--- src/rtl/fifo_wr_arbiter_if.sv ---
// fifo_wr_arbiter_if -- producer handshakes plus the FIFO write port, bundled
// so that the arbiter and its environment connect through one port.
//
//   req_valid    [N_REQ]         per-producer data valid
//   req_data     [N_REQ*DATA_W]  producer i data in [i*DATA_W +: DATA_W]
//   req_ready    [N_REQ]         per-producer accept, one-hot or zero
//   fifo_full    1               FIFO full flag (backpressure)
//   fifo_wr_en   1               FIFO write enable
//   fifo_wr_data [DATA_W]        FIFO write data
//
// master: the arbiter. slave: the producers and the FIFO.
interface fifo_wr_arbiter_if #(
    parameter int N_REQ  = 4,
    parameter int DATA_W = 8
);
    logic [N_REQ-1:0]        req_valid;
    logic [N_REQ*DATA_W-1:0] req_data;
    logic [N_REQ-1:0]        req_ready;
    logic                    fifo_full;
    logic                    fifo_wr_en;
    logic [DATA_W-1:0]       fifo_wr_data;

    modport master (
        input  req_valid, req_data, fifo_full,
        output req_ready, fifo_wr_en, fifo_wr_data
    );

    modport slave (
        output req_valid, req_data, fifo_full,
        input  req_ready, fifo_wr_en, fifo_wr_data
    );
endinterface

--- src/rtl/fifo_wr_arbiter.sv ---
// fifo_wr_arbiter -- round-robin arbiter sharing one FIFO write port among
// N_REQ producers. A grantee keeps the port for up to BURST beats, or until
// its valid drops. fifo_full stalls the grant without releasing it.
//
//   clk       in   FIFO write clock, rising edge
//   rst       in   asynchronous, active-high reset
//   bus       --   producer handshakes and FIFO write port (master side)
//   grant_id  out  index of the current or last grantee, registered
//   busy      out  high while a grant is held
module fifo_wr_arbiter #(
    parameter int N_REQ  = 4,
    parameter int DATA_W = 8,
    parameter int BURST  = 4
) (
    input  logic                     clk,
    input  logic                     rst,
    fifo_wr_arbiter_if.master        bus,
    output logic [$clog2(N_REQ)-1:0] grant_id,
    output logic                     busy
);
    localparam int ID_W  = $clog2(N_REQ);
    localparam int CNT_W = $clog2(BURST + 1);

    // Reset value of last makes requester 0 the first winner.
    localparam logic [ID_W-1:0]  LAST_RST = ID_W'(N_REQ - 1);
    localparam logic [CNT_W-1:0] CNT_LAST = CNT_W'(BURST - 1);

    typedef enum logic {
        IDLE,
        GRANT
    } state_t;

    state_t             state, state_next;
    logic [ID_W-1:0]    last, last_next, grant_next;
    logic [CNT_W-1:0]   beat_cnt, cnt_next;
    logic [ID_W-1:0]    pick, idx;
    logic               found;
    logic               xfer;
    logic [DATA_W-1:0]  slice [N_REQ];

    for (genvar g = 0; g < N_REQ; g++) begin : g_slice
        assign slice[g] = bus.req_data[g*DATA_W +: DATA_W];
    end

    // Round-robin search: first valid requester after last, wrapping.
    always_comb begin
        found = 1'b0;
        pick  = last;
        idx   = last;
        for (int k = 1; k <= N_REQ; k++) begin
            idx = ID_W'((int'(last) + k) % N_REQ);
            if (!found && bus.req_valid[idx]) begin
                found = 1'b1;
                pick  = idx;
            end
        end
    end

    always_comb begin
        // NOTE: every output of this block gets a default first, so no path
        // leaves a signal unassigned and no latch is inferred.
        state_next       = state;
        grant_next       = grant_id;
        last_next        = last;
        cnt_next         = beat_cnt;
        xfer             = 1'b0;
        bus.req_ready    = '0;
        bus.fifo_wr_en   = 1'b0;
        bus.fifo_wr_data = slice[grant_id];

        case (state)
            IDLE: begin
                if (found) begin
                    state_next = GRANT;
                    grant_next = pick;
                    last_next  = pick;
                    cnt_next   = '0;
                end
            end
            GRANT: begin
                // A full FIFO only withholds ready; it never ends the grant.
                bus.req_ready[grant_id] = !bus.fifo_full;
                xfer                    = bus.req_valid[grant_id] && !bus.fifo_full;
                bus.fifo_wr_en          = xfer;
                if (xfer) begin
                    cnt_next = beat_cnt + CNT_W'(1);
                end
                if ((xfer && beat_cnt == CNT_LAST) || !bus.req_valid[grant_id]) begin
                    state_next = IDLE;
                end
            end
            default: state_next = IDLE;
        endcase
    end

    // NOTE: registered state uses non-blocking assignments so every flop
    // samples the pre-edge values regardless of statement order.
    always_ff @(posedge clk or posedge rst) begin
        if (rst) begin
            state    <= IDLE;
            grant_id <= '0;
            last     <= LAST_RST;
            beat_cnt <= '0;
        end else begin
            state    <= state_next;
            grant_id <= grant_next;
            last     <= last_next;
            beat_cnt <= cnt_next;
        end
    end

    assign busy = (state == GRANT);
endmodule

--- src/flat_wrapper.sv ---
// flat-port wrapper written by rule: the top's interface ports become plain ports
module fifo_wr_arbiter_flat 
#(
    parameter int N_REQ  = 4,
    parameter int DATA_W = 8,
    parameter int BURST  = 4
)
  (clk, rst, grant_id, busy, bus_req_valid, bus_req_data, bus_fifo_full, bus_req_ready, bus_fifo_wr_en, bus_fifo_wr_data);
  fifo_wr_arbiter_if #(.N_REQ(N_REQ), .DATA_W(DATA_W)) bus_i ();
  input  logic clk;
  input  logic rst;
  output logic [$clog2(N_REQ)-1:0] grant_id;
  output logic busy;
  input wire logic [$bits(bus_i.req_valid)-1:0] bus_req_valid;
  input wire logic [$bits(bus_i.req_data)-1:0] bus_req_data;
  input wire logic [$bits(bus_i.fifo_full)-1:0] bus_fifo_full;
  output wire logic [$bits(bus_i.req_ready)-1:0] bus_req_ready;
  output wire logic [$bits(bus_i.fifo_wr_en)-1:0] bus_fifo_wr_en;
  output wire logic [$bits(bus_i.fifo_wr_data)-1:0] bus_fifo_wr_data;
  assign bus_i.req_valid = bus_req_valid;
  assign bus_i.req_data = bus_req_data;
  assign bus_i.fifo_full = bus_fifo_full;
  assign bus_req_ready = bus_i.req_ready;
  assign bus_fifo_wr_en = bus_i.fifo_wr_en;
  assign bus_fifo_wr_data = bus_i.fifo_wr_data;
  fifo_wr_arbiter #(.N_REQ(N_REQ), .DATA_W(DATA_W), .BURST(BURST)) u_core (.clk(clk), .rst(rst), .bus(bus_i), .grant_id(grant_id), .busy(busy));
endmodule
--- config.mk ---
export PLATFORM = sky130hd
export DESIGN_NAME = fifo_wr_arbiter_flat
export DESIGN_NICKNAME = d
export VERILOG_FILES = /design/src/rtl/fifo_wr_arbiter_if.sv /design/src/rtl/fifo_wr_arbiter.sv /design/src/flat_wrapper.sv
export SDC_FILE = /design/constraint.sdc
export NUM_CORES = 1
export LEC_CHECK = 0
export CORE_AREA = 2 2 41 43
export CTS_BUF_LIST = sky130_fd_sc_hd__clkbuf_2
export DETAILED_ROUTE_END_ITERATION = 16
export DIE_AREA = 0 0 43 45
export DONT_BUFFER_PORTS = 1
export PLACE_DENSITY = 0.77
export RECOVER_POWER = 50
export SETUP_SLACK_MARGIN = 0.5
export SYNTH_ARGS = -nofsm -noshare
export SYNTH_HDL_FRONTEND = slang
export SYNTH_SLANG_ARGS = --single-unit
--- constraint.sdc ---
create_clock -name clk -period 1.45 [get_ports clk]
set_clock_uncertainty 0.1 [all_clocks]
set_input_delay 0.0725 -clock clk [delete_from_list [all_inputs] [get_ports clk]]
set_output_delay 0.0725 -clock clk [all_outputs]
set_load 0.01 [all_outputs]
* Word-level counts from Yosys, hierarchy flattened *
Cells that the tools add are included.

cells by class
  $add $sub $neg = 5
  multipliers = 0
  div/mod/pow operators = 0
  order comparisons = 7
  equality and inequality tests = 3
  shifts and indexed selects = 0
  muxes and demuxes = 31
  bitwise logic cells = 3
  reductions and logical operators = 14

operator list
  kind                 number
  $bmux 8 s2           1
  $mux 8               2
  $lt 2x3->1 const B   5
  $mux 1               13
  $bmux 1 s2           5
  $mux 2               4
  $logic_and 1x1->1    6
  $mux 3               2
  $pmux 3 s2           1
  $logic_not 1->1      5
  $add 2x1->2 const B  2
  $add 2x2->2 const B  2
  $and 4x4->4          1
  $mux 4               1
  $reduce_and 2->1     2
  $add 3x1->3 const B  1
  $eq 3x2->1 const B   1
  $ge 3x3->1 const B   1
  $not 2->3            1
  $demux 1 s2          1
  $ge 2x1->1 const B   1
  $ne 2x1->1 const B   1
  $ne 2x2->1 const B   1
  $pmux 1 s2           1
  other kinds (2)      2

storage, ports and cells
  flip-flop bits (word level) = 8
  latch bits = 0
  RAM bits = 0
  memory bits (read-only) = 0
  input bits = 39
  output and inout bits = 16
  logic and storage cells = 67
  memories = 0

* Logic depth before layout (Yosys ltp) *
Gate-level depths: netlist of run 1.

  depth in word-level cells = 15
  depth in mapped cells = 5

* Worst setup path after synthesis of run 1 *
Ideal clock, no wire load.

  path type = reg-to-reg
  from = reg u_core.grant_id[0]
  to = reg u_core.beat_cnt[1]
  setup time = 0.122 ns
  arrival = 1.249 ns
  path slack = -0.021 ns
  stages on the path, launching flop included = 6
  buffers on the path = 1
  period minus slack after synthesis = 1.471 ns
  cells stage by stage = dfrtp_1 > buf_6 > or2_0 > o22ai_2 > and2_1 > o21ai_2

between the ends
  longest elaborated chain between the ends = 5

ends and longest elaborated chain
  element                            RTL line                source
  start, declared                    fifo_wr_arbiter.sv:18   output logic [$clog2(N_REQ)-1:0] grant_id,
  start signal, assigned             fifo_wr_arbiter.sv:106  grant_id <= grant_next;
  $bmux 1 s2                         fifo_wr_arbiter.sv:83   xfer = bus.req_valid[grant_id] && !bus.fifo_full;
  $mux 1 (implied by the code)       fifo_wr_arbiter.sv:83
  $logic_and 1x1->1                  fifo_wr_arbiter.sv:83
  $ne 2x2->1 (no source line)        n/a
  $reduce_and 2->1 (no source line)  n/a
  end signal, assigned               fifo_wr_arbiter.sv:108  beat_cnt <= cnt_next;
  end, declared                      fifo_wr_arbiter.sv:35   logic [CNT_W-1:0] beat_cnt, cnt_next;

Every way passes these cells. The select of a mux whose other input is x is not followed.
A chain may end at the register's enable or synchronous reset.

* Worst setup path in the final report of run 1 *
  from = reg u_core.grant_id[0]
  to = out bus_fifo_wr_data[1]

between the ends
  longest elaborated chain between the ends = 4

ends and longest elaborated chain
  element                                    RTL line               source
  $not 2->3 (implied by the code)            fifo_wr_arbiter.sv:69  bus.fifo_wr_data = slice[grant_id];
  $bmux 8 s2                                 fifo_wr_arbiter.sv:69
  $mux 8 (implied by the code) (2 in a row)  fifo_wr_arbiter.sv:69
  end, declared                              flat_wrapper.sv:19     output wire logic [$bits(bus_i.fifo_wr_data)-1:0] bus_fifo_wr_data;

Every way passes these cells. The select of a mux whose other input is x is not followed.

==> results of run 1 <==
-- cell usage in the layout (no fill, tap or decap), drive strengths merged, types with 2 or more instances in the layout --
cell type,count
or2,2
inv,4
mux4,8
clkbuf,5
o21ai,4
ha,2
mux2i,4
nand2b,3
dfstp,2
nor2,5
nand2,4
nor4bb,2
a21o,2
dfrtp,6
buf,18
dlygate4sd3,4
o22ai,2
-- routing by layer --
metal	vias up	wire length, µm
li1	310	-
met1	342	703
met2	46	1140
met3	9	211
met4	0	70
met5	-	0
-- cells by family (layout without fill, tap and decap cells) --
family | Yosys count | in the layout | share of synthesized area (%)
xor+xnor | 1 | 1 | 1.16
flops | 8 | 8 | 26.9
buf+inv | 9 | 31 | 6.30
mux | 12 | 12 | 30.2
compound gates | 13 | 13 | 13.6
fa+ha+maj | 2 | 2 | 3.32
simple gates | 24 | 24 | 18.6
-- flip-flops by register name (all words and copies together), names as in the netlist --
name / cells
u_core.beat_cnt: 3
u_core.grant_id: 2
u_core.last: 2
u_core.busy: 1
-- metrics by stage --
step / instances / total power (µW) / area, µm² / worst slack (ns)
after floorplan: 69 / 1380 / 803 / 0.0115
after global placement: 87 / 1510 / 840 / 0.115
after detailed placement: 87 / 1530 / 840 / 0.0457
after CTS: 103 / 2110 / 1050 / -0.120
after global routing: 107 / 2500 / 1130 / -0.172
final: 107 / 2360 / 1130 / -0.120
-- power by group through the flow --
stage               clock (µW)  combinational, µW  sequential [µW]
CTS                        163               1480              474
floorplan                    0                936              442
detailed placement           0               1060              462
finish                     164               1710              487
global route               172               1820              506
global placement             0               1050              459
-- layout make-up --
cell class,instances,area [µm²]
Clock buffer,4,20.0
Fill cell,91,338
Inverter,4,15.0
Multi-Input combinational cell,52,623
Sequential cell,8,205
Tap cell,16,20.0
Timing Repair Buffer,23,250
-- timing repair --
action / CTS / global route
gates resized for setup: 26 / 7
pin swaps: 10 / 5
hold endpoints to repair: 11 / 0
gates cloned: 0 / 1
hold buffers: 4 / 0
endpoints found under the setup margin: 24 / 24
buffers inserted: 8 / 3
-- worst max path at each step --
stage	startpoint	end	slack, ns	cells past startpoint
6_report	u_core.grant_id[0]	bus_fifo_wr_data[1]	-0.12	2
5_1_grt	u_core.grant_id[0]	bus_fifo_wr_data[1]	-0.17	2
4_1_cts	u_core.grant_id[0]	bus_fifo_wr_data[1]	-0.12	2
3_5_place_dp	u_core.grant_id[1]	u_core.beat_cnt[2]	0.05	4
3_3_place_gp	u_core.grant_id[0]	u_core.beat_cnt[2]	0.11	4
2_1_floorplan	u_core.grant_id[0]	u_core.beat_cnt[2]	0.01	5
-- worst reg2reg max path, delay by kind of cell (launching register included) --
family,cells,cell delay (ns)
AOI/OAI and AO/OA,2,0.32
buffers and inverters,1,0.15
muxes,2,0.43
DFF,1,0.46
==> impl_metrics.toml, run 1 <==
[logic_synthesis]
yosys.area.top_type_share_pct = 19.9
synthTopCellsByArea = "dfrtp_1, mux4_2, dfstp_2, mux4_1, mux2i_1"
synth_edf_count = 0
synth_cell_types = 36
syn_nets = 110
yosys-top-cells-count = "dfrtp_1, mux4_2, nor2_1"
synthFlopType = "dfrtp_1"
ys_seq_area_share_pct = 26.9
yosys.area.top_type = "dfrtp_1"
syn_inst = 69
ys_seq_elements = 8
syn-cell-area_um2 = 754
ys_warn_count = 0
syn_avg_cell_area_um2 = 10.9
synthArstFlopShare_pct = 100

[power]
p_switching_uw = 926
power.internal_uw = 1430
leakagePower_uw = 0.000494
clockPowerShare_pct = 6.9
power_frac_seq_pct = 20.7
ir_drop_mv = 1.11
p_comb_share_pct = 72.4
switching_share_pct = 39.2
power_density_nw_per_um2 = 2080

[critical_path]
rr_worst_depth = 5
slowest_stage = "mux4_2"
reg2reg_slack_ns = -0.10
cp_max_fo = 6
critPathTopFamily = "multiplexers"
cp-start-kind = "register"
critPathRequiredTime_ns = 1.28
cp.arrival_ns = 1.40
crit_path_end_kind = "primary output"
rr_startpoint = "u_core.grant_id[1]"
max_stage_delay_ns = 0.54
rr_endpoint = "u_core.beat_cnt[2]"
critical_path_class = "reg2out"
path_buf_inv = 1
path_cells = "buf_6 -> mux4_2"

[timing]
relSlewSlack_pct = 78.0
finalHoldViolCount = 1
setup_slack_ns = -0.120
finalCriticalPeriod_ns = 1.57
rsz0062_at_grt = "yes"
worstMarginPinSlew_ns = 0.330
fin_crit_sh_pct = 108
fin_tns_setup_ns = -1.27
setup_viol = 16
slew_violations = 0
clock.fmax_ghz = 0.637
hold_ws_ns = -0.0178

[die]
io_pins = 55
start_util_pct = 51.3
die_y_um = 45
rows = 14
die_area_um2 = 1940
core_area_um2 = 1470
die_x_um = 43

[routing]
wl_per_cell_um = 19.9
viasPerCell = 6.61
dr.pass1.iters = 4
drtIter0Drc = 18
drt_wl_total_um = 2130
postRouteAntennaNets = 0
routed-via-count = 707
drc = 0

[cts]
clock_latency_ns = 0.27
clk_pin_slew_ns = 0.09
cts.path.max_buffers = 2
cts_buffers = 3
cts.sinks = 8
tritoncts = "built"
cts_root_buffer = "clkbuf_2"
htreeDepth = 1

[min_path]
min_path_cells = 3
worstHoldStart = "bus_req_valid[0]"
holdPathEnd = "u_core.last[0]"
hold_path_class = "in2reg"

[final_layout]
nets = 133
area_delta_synth_final_pct = 50.2
final_util_pct = 77.0
antenna_cells = 0
drive_gt1_share_pct = 59.3

[grt]
grt_usage_pct = 22.2
grt_use_met3_pct = 7.60
gr-total-overflow = 0
busiest_layer = "met2"
use_met2_pct = 41.8
grt_pass1_wl_um = 3100
grt_start_max_net_pins = 15
grtUsageMet1_pct = 22.5
first_global_vias = 705
antenna_found_initial = 0

[place]
portBuffers = 0
hpwlAfterDp_um = 1310
place_congestion = 0.844

[run]
max-cap-violations = 0

[outcome]
status = "finished, violations left"
violations = "hold timing, setup timing"
(Power assumes the default switching activity.)
==> run 2, diff against run 1 <==
Settings changed: ABC_AREA set to 1, CORE_AREA 2 2 41 43 to 2 2 41 50, DIE_AREA 0 0 43 45 to 0 0 43 52, PLACE_DENSITY 0.77 to 0.75.
Clock period 1.45 ns to 1.7 ns, I/O delays scaled along.
==> run 2 against run 1 <==
The run ends with setup timing left. Cell area rose by 35%. Clock power fell by 20%. Die area rose by 16%. Sequential cell count did not move. Setup slack improved by 0.038 ns. Global-route usage rose by 5.8 points. Wire length rose by 100%. Utilization rose by 8.3 points. Sequential power fell by 6.2%. Clock-buffer cell count did not move. Register-to-register slack improved by 0.02 ns. Area after synthesis rose by 21%. Critical path type is now reg2reg. Critical endpoint is now u_core.grant_id[1]. Highest routed layer unchanged.
==> impl_metrics.toml, run 2 <==
[outcome]
status = "finished, violations left"
violations = "setup timing"

[power]
ir_drop_mv = 1.34
leakagePower_uw = 0.000723
power_density_nw_per_um2 = 2200
finalPower_uw = 3360

[place]
portBuffers = 0
place_congestion = 0.792
place_ws_ns = 0.0612
hpwlAfterDp_um = 1670

[final_layout]
max_flop_register = "u_core.beat_cnt"
mostFrequentLayoutCell = "nand2_1"
nets = 212
fillers = 89
final_cell_mix = "nand2_1, nand3_1, buf_4"
top_regs = "u_core.beat_cnt x3, u_core.grant_id x2, u_core.last x2"
drive_gt1_share_pct = 58.2
ff_latch_area_um2 = 205
antenna_cells = 0
multi_input_area_um2 = 881
final_util_pct = 85.4
largest_register_ffs = 3
area_delta_synth_final_pct = 66.5

[routing]
viasPerCell = 6.74
wl_per_cell_um = 23.1
drtIter0Drc = 101
routed-via-count = 1274
drc = 0
postRouteAntennaNets = 0
dr.pass1.iters = 5
drt_wl_total_um = 4360

[logic_synthesis]
synth.most_common_cell = "nand2_1"
yosys.area.top_type_share_pct = 18.0
yosys-top-cells-count = "nand2_1, nand3_1, inv_1"
synth_cell_types = 25
synth_top_family_by_area = "simple AND/OR/NAND/NOR gates"
ys_seq_area_share_pct = 22.1
syn_avg_cell_area_um2 = 6.50
synthFlopType = "dfrtp_1"
synth_fa_ha_area_share_pct = 2.73
yosys.area.top_type = "nand3_1"
synthTopCellsByArea = "nand3_1, dfrtp_1, nand2_1, a22oi_1, inv_1"
syn_inst = 141
synth_edf_count = 0
synth-compound-area-share_pct = 11.9
ys_seq_elements = 8
ys_warn_count = 0
yosys.area_share.simple_pct = 49.9
synth_mux_area_share_pct = 0
synth-xor-area-share_pct = 0
syn-cell-area_um2 = 916
synthArstFlopShare_pct = 100
syn_nets = 182

[timing]
clock.fmax_ghz = 0.561
hold_ws_ns = 0.0123
finalHoldViolCount = 0
relSlewSlack_pct = 77.0
finalCriticalPeriod_ns = 1.78
fin_crit_sh_pct = 105
slew_violations = 0
setup_viol = 8
rsz0062_at_grt = "yes"
worstMarginPinSlew_ns = 0.344
setup_slack_ns = -0.0827

[cts]
cts_root_buffer = "clkbuf_2"
cts_buffers = 3
tritoncts = "built"
cts.path.max_buffers = 2
clk_pin_slew_ns = 0.09
clock_latency_ns = 0.25
htreeDepth = 1
cts.sinks = 8

[min_path]
worstHoldStart = "bus_req_valid[1]"
hold_path_class = "in2reg"

[grt]
first_global_vias = 1087
grt_usage_pct = 28.0
grt_pass1_wl_um = 4680
antenna_found_initial = 0
gr-total-overflow = 0
grt_start_max_net_pins = 13

[critical_path]
cp-start-kind = "register"
timing.critical_path.from = "u_core.last[0]"
crit_path_end_kind = "register"
cp_max_fo = 5
critPathRequiredTime_ns = 1.74
cp.arrival_ns = 1.82
rr_startpoint = "u_core.last[0]"
critical_path_class = "reg2reg"

[die]
die_y_um = 52
die_x_um = 43
core_area_um2 = 1790
die_area_um2 = 2240
start_util_pct = 51.3
io_pins = 55
rows = 17

[run]
max-cap-violations = 0
## run 2: changes by cell type in the layout (fill, tap and decap cells not counted), sizes merged, moves of 3 or more
cell | before | now
inv | 4 | 20
dlygate4sd3 | 4 | 1
nand2 | 4 | 49
nand3 | 1 | 34
mux4 | 8 | 0
buf | 18 | 27
mux2i | 4 | 0
a22oi | 0 | 8
nand2b | 3 | 0
## run 2: cells by family (layout without fill, tap and decap cells)
| kind of cell | Yosys count | in the layout |
|---|---|---|
| buffers and inverters | 25 | 53 |
| AOI/OAI and AO/OA | 15 | 15 |
| DFF | 8 | 8 |
| and+or+nand+nor | 91 | 92 |
| adders and majority gates | 2 | 2 |
## run 2: stage by stage
step,std cells,instance area (µm²),setup TNS (ns)
finish,189,1530,-0.282
global route,189,1530,-0.804
CTS,181,1270,0
detailed placement,158,923,0
global placement,158,923,0
floorplan,141,920,0
## run 2: critical path, stage by stage (launching register included)
cell and delay [ns]:
dfstp_2 0.63, buf_6 0.14, nand2_1 0.09, nand2_2 0.10, nand2_1 0.09, nand2_2 0.11, inv_1 0.09, nand3_4 0.09
nand2_2 0.10, nand2_1 0.09, nand2_1 0.07
## run 2: final timing paths
kind / slack, ns / endpoint / depth (start not counted)
setup reg to reg: -0.08 / u_core.grant_id[1] / 10
hold / removal: 0.01 / u_core.grant_id[1] / 3
max in group asynchronous: 1.08 / u_core.last[0] / 2
min in group asynchronous: 0.12 / u_core.beat_cnt[1] / 2
hold reg to reg: 0.41 / u_core.beat_cnt[2] / 2
setup / recovery: -0.08 / u_core.grant_id[1] / 10
## run 2: cell type report
class                      count  area share (%)
multi-input combinational    109            57.8
timing repair buffer          29            20.2
clock buffer                   4            1.31
inverter                      20            5.74
sequential                     8            13.5
tap                           19            1.56
## run 2: where the power goes
group | leakage (µW) | switching [µW] | internal, µW
Clock | 0.0000166 | 69.4 | 62.4
Combinational | 0.000611 | 1600 | 1170
Sequential | 0.0000957 | 163 | 293
## run 2: layer usage
| layer | track usage (%) | vias to the layer above | wire [µm] |
|---|---|---|---|
| li1 | - | 523 | - |
| met1 | 27.6 | 596 | 1460 |
| met2 | 52.8 | 117 | 2220 |
| met3 | 3.47 | 38 | 350 |
| met4 | 19.7 | 0 | 331 |
| met5 | 0 | - | 0 |
## run 2: timing repair
| item | 4_1_cts | 5_1_grt |
|---|---|---|
| cloned | 1 | 1 |
| hold buffers | 1 | 0 |
| pin swaps | 20 | 14 |
| endpoints found under the hold margin | 8 | 0 |
| setup buffers | 17 | 7 |
| gates resized for setup | 49 | 33 |
| endpoints found under the setup margin | 23 | 23 |
